## config.mk

```make
export PLATFORM = sky130hd
export DESIGN_NAME = line_deserializer
export DESIGN_NICKNAME = d
export VERILOG_FILES = /design/src/rtl/line_deserializer.sv
export SDC_FILE = /design/constraint.sdc
export NUM_CORES = 1
export LEC_CHECK = 0
export CAP_MARGIN = 20
export CORE_ASPECT_RATIO = 1.5
export CORE_MARGIN = 2
export CORE_UTILIZATION = 40
export DETAILED_ROUTE_END_ITERATION = 6
export HOLD_SLACK_MARGIN = 0.12
export PLACE_DENSITY = 0.69
export SLEW_MARGIN = 25
export SYNTH_ARGS = -nofsm -noshare
export SYNTH_HDL_FRONTEND = slang
export SYNTH_SLANG_ARGS = --single-unit
```

## constraint.sdc

```tcl
create_clock -name clk -period 3.8 [get_ports clk]
set_clock_uncertainty 0.2 [all_clocks]
set_input_delay 0.76 -clock clk [delete_from_list [all_inputs] [get_ports clk]]
set_output_delay 0.76 -clock clk [all_outputs]
set_load 0.02 [all_outputs]
```

## src/rtl/line_deserializer.sv

```systemverilog
// Gathers WORDS beats of WORD_W bits into one cache line, placing them in
// critical-word-first wrap order, and holds the line until it is consumed.
module line_deserializer #(
    parameter int WORD_W = 32,
    parameter int WORDS  = 8,
    parameter int IDX_W  = $clog2(WORDS)
) (
    input  logic                      clk,
    input  logic                      rst_n,
    input  logic                      in_valid,
    output logic                      in_ready,
    input  logic [WORD_W-1:0]         in_data,
    input  logic [IDX_W-1:0]          start_idx,
    input  logic                      abort,
    output logic                      out_valid,
    input  logic                      out_ready,
    output logic [WORDS*WORD_W-1:0]   out_data,
    output logic [IDX_W-1:0]          beat_cnt
);
    typedef enum logic {FILL, HOLD} state_t;

    localparam logic [IDX_W-1:0] LAST = IDX_W'(WORDS - 1);

    state_t                    state_q, state_d;
    logic [IDX_W-1:0]          cnt_q, cnt_d;
    logic [IDX_W-1:0]          base_q, base_d;
    logic [WORDS*WORD_W-1:0]   data_q, data_d;
    logic [IDX_W-1:0]          widx;

    always_ff @(posedge clk or negedge rst_n) begin
        if (!rst_n) begin
            state_q <= FILL;
            cnt_q   <= '0;
            base_q  <= '0;
            data_q  <= '0;
        end else begin
            state_q <= state_d;
            cnt_q   <= cnt_d;
            base_q  <= base_d;
            data_q  <= data_d;
        end
    end

    always_comb begin
        state_d = state_q;
        cnt_d   = cnt_q;
        base_d  = base_q;
        data_d  = data_q;
        // The first beat goes straight to start_idx; base is not yet latched then.
        widx    = (cnt_q == '0) ? start_idx : base_q + cnt_q;
        case (state_q)
            FILL: begin
                if (abort) begin
                    cnt_d = '0;
                end else if (in_valid) begin
                    if (cnt_q == '0) begin
                        base_d = start_idx;
                    end
                    data_d[widx*WORD_W +: WORD_W] = in_data;
                    if (cnt_q == LAST) begin
                        cnt_d   = '0;
                        state_d = HOLD;
                    end else begin
                        cnt_d = cnt_q + 1'b1;
                    end
                end
            end
            HOLD: begin
                if (out_ready) begin
                    state_d = FILL;
                end
            end
            default: state_d = FILL;
        endcase
    end

    assign in_ready  = (state_q == FILL);
    assign out_valid = (state_q == HOLD);
    assign out_data  = data_q;
    assign beat_cnt  = cnt_q;

endmodule

```

==> results.py <==
metrics = {
    "outcome": {
        "outcome": "completed",
    },
    "placement": {
        "routabilityCongestion": 0.789,
        "dp_cells": 1359,
        "dpl_cell_area_um2": 14200,
        "portBuffers": 300,
        "dp.final_hpwl_um": 20800,
        "place_ws_ns": -0.0358,
    },
    "die": {
        "start_util_pct": 40.5,
        "die-area_um2": 28000,
        "num_rows": 73,
        "core_area_um2": 26300,
        "top_level_ports": 301,
        "die_y_um": 204,
        "fp.dieW_um": 137,
    },
    "worst_setup_path": {
        "path_buf_inv": 3,
        "reg2reg_setup_slack_ns": 0.19,
        "cp-start-kind": "flop",
        "rr_endpoint": "out_data[28]$_DFFE_PN0P_",
        "cp_slowest_cell": "fa_1",
        "path_cells": "ha_1 -> inv_1 -> fa_1 -> nor2_1 -> a21oi_1 -> ha_1 -> ha_2 -> nor2_1 -> nand2_1 -> nor4b_4 -> buf_4 -> buf_4 -> mux2_2",
        "critPathMaxFanout": 10,
        "crit_required_ns": 4.01,
        "timing.rr.start": "beat_cnt[0]$_DFFE_PN0P_",
        "crit_type": "reg2reg",
        "cp_top_family": "adder cells",
        "crit_path_max_incr_delay_ns": 0.53,
        "worstPathArrival_ns": 3.83,
        "critPathCaptureType": "flop",
        "worst-r2r-cell-count": 13,
    },
    "route": {
        "via_per_inst": 4.98,
        "vias": 7020,
        "wl_per_cell_um": 20.8,
        "drtIter0Drc": 187,
        "firstDrtPassIters": 4,
        "ant_nets": 0,
        "wl_um": 29300,
        "drc_errors": 0,
    },
    "pwr": {
        "p_total_mw": 13.1,
        "p_leak_nw": 6.83,
        "ir_worst_vdd_uv": 458,
        "p_per_area_nw_per_um2": 868,
    },
    "timing": {
        "fmax_mhz": 277,
        "setup_viol": 0,
        "fin_hold_ws_ns": 0.268,
        "setup-tns-final_ns": 0,
        "finalMaxSlewViolations": 0,
        "slew_headroom_pct": 53.0,
        "fin_crit_ns": 3.61,
        "hold_violations": 0,
        "post-route-period-util_pct": 95.1,
        "tightestPinTransition_ns": 0.705,
        "setup_ws_ns": 0.188,
        "rsz0062_at_grt": "no",
    },
    "cells_and_area": {
        "antenna_cells": 0,
        "final_cell_area_um2": 15100,
        "final_core_util_pct": 57.5,
        "multi_input_area_um2": 3770,
        "fillCellCount": 2200,
        "area_delta_synth_final_pct": 42.0,
        "seq_area_um2": 6580,
        "fin_cells": 1410,
        "layout-drive-gt1-share_pct": 26.6,
        "nNetsFinal": 1101,
    },
    "clock_tree": {
        "clk_latency_ns": 0.52,
        "numClockSinks": 263,
        "cts-root-buf": "clkbuf_16",
        "cts_tree": "yes",
        "clkTransAtPathRegs_ns": 0.06,
        "cts_inserted_buffers": 27,
        "htreeDepth": 1,
        "cts_buffer_depth": 3,
    },
    "global_route": {
        "grt_pass1_wl_um": 45200,
        "grt_max_degree": 92,
        "grt_usage_pct": 21.1,
        "grt_overflow_total": 0,
        "grt_antenna_before_repair": 0,
        "grt_pass1_vias": 7493,
    },
    "run": {
        "maxCapViolCount": 0,
    },
    "logic_synthesis": {
        "yosys_warnings": 0,
        "synth.distinct_cells": 42,
        "syn_nets": 777,
        "netlist_area_um2": 10600,
        "dominantRegCellSynth": "dfrtp_1",
        "synthTopCellsByCount": "dfrtp_1 (263), mux2_2 (132), nand2_1 (95)",
        "ys_seq_area_share_pct": 61.8,
        "synth-edff-count": 0,
        "synthCells": 730,
        "synth_top_area_share_pct": 61.8,
        "yosysMostFrequentCell": "dfrtp_1",
        "synthArstFlopShare_pct": 100,
        "synth.avg_cell_area_um2": 14.6,
        "synth_largest_area_cell": "dfrtp_1",
        "synthTopCellsByArea": "dfrtp_1 (62%), mux2_2 (14%), mux2_4 (8.3%), nand2_1 (3.3%), o21ai_0 (2.0%)",
        "synth-seq-cells": 263,
    },
    "min_path": {
        "worstHoldStart": "out_data[124]$_DFFE_PN0P_",
        "hold_class": "reg2reg",
        "min_to": "out_data[124]$_DFFE_PN0P_",
        "whs_path_depth": 2,
    },
}
layout make-up:
| type | count | area share (%) |
|---|---|---|
| Tap cell | 337 | 2.79 |
| Clock buffer | 38 | 5.14 |
| Multi-Input combinational cell | 420 | 24.9 |
| Timing Repair Buffer | 332 | 22.5 |
| Clock inverter | 10 | 0.869 |
| Sequential cell | 263 | 43.5 |
| Inverter | 10 | 0.248 |
layout by cell type (no fill, tap or decap), drive strengths merged, types with 5 or more instances in the layout:
master / netlist / final
clkinv: 0 / 5
mux2: 206 / 206
nand3: 13 / 13
nor2: 9 / 9
nand2: 95 / 95
o21ai: 47 / 47
clkbuf: 10 / 38
buf: 27 / 32
dfrtp: 263 / 263
ha: 6 / 6
nor2b: 13 / 13
clkdlybuf4s50: 0 / 299
inv: 10 / 11
tightest hold or removal path, stage by stage, from the launching register on:
cell and delay (ns):
dfrtp_1 0.34, nand2_1 0.05, nand2_1 0.05
flip-flops by register name, indices dropped and copies added (netlist names):
register,flops
out_data,256
out_valid,1
beat_cnt,3
base_q,3
report_power, final:
| group | internal, mW | total, mW | switching, mW | leakage (nW) |
|---|---|---|---|---|
| logic | 2.98 | 5.82 | 2.84 | 3.00 |
| clock network | 1.62 | 2.71 | 1.09 | 0.448 |
| registers | 3.96 | 4.60 | 0.638 | 3.37 |
per-layer routing:
| metal | global-route usage, % | share of wire, % |
|---|---|---|
| met1 | 25.3 | 38 |
| met2 | 37.3 | 52 |
| met3 | 4.96 | 6.6 |
| met4 | 6.59 | 3.1 |
| met5 | 0 | 0 |
logic make-up (layout without fill, tap and decap cells):
logic type | after synthesis | count (layout) | share of synthesized area [%]
flops | 263 | 263 | 61.8
mux | 207 | 207 | 24.0
simple gates | 144 | 144 | 6.94
compound gates | 61 | 61 | 3.24
buf+inv | 47 | 390 | 3.08
fa+ha+maj | 7 | 7 | 0.893
xor+xnor | 1 | 1 | 0.0823
what timing repair did:
| item | CTS | global route |
|---|---|---|
| gates cloned | 0 | 0 |
| gates resized for setup | 1 | 4 |
| hold buffers | 1 | 0 |
| endpoints found under the hold margin | 87 | 0 |
| setup buffers | 0 | 2 |
| endpoints found under the setup margin | 1 | 46 |
| pin swaps | 0 | 1 |
worst max-delay path by stage:
stage                       startpoint                        to  slack, ns  depth (start not counted)
4_1_cts        beat_cnt[0]$_DFFE_PN0P_  out_data[12]$_DFFE_PN0P_       0.05                         12
3_3_place_gp              start_idx[0]  out_data[12]$_DFFE_PN0P_       0.05                         10
3_5_place_dp              start_idx[0]  out_data[12]$_DFFE_PN0P_      -0.04                         10
2_1_floorplan  beat_cnt[0]$_DFFE_PN0P_  out_data[12]$_DFFE_PN0P_       0.19                         12
5_1_grt        beat_cnt[1]$_DFFE_PN0P_  out_data[22]$_DFFE_PN0P_       0.01                         13
6_report       beat_cnt[0]$_DFFE_PN0P_  out_data[28]$_DFFE_PN0P_       0.19                         13
Note: power is estimated with default switching activity, not from simulation.
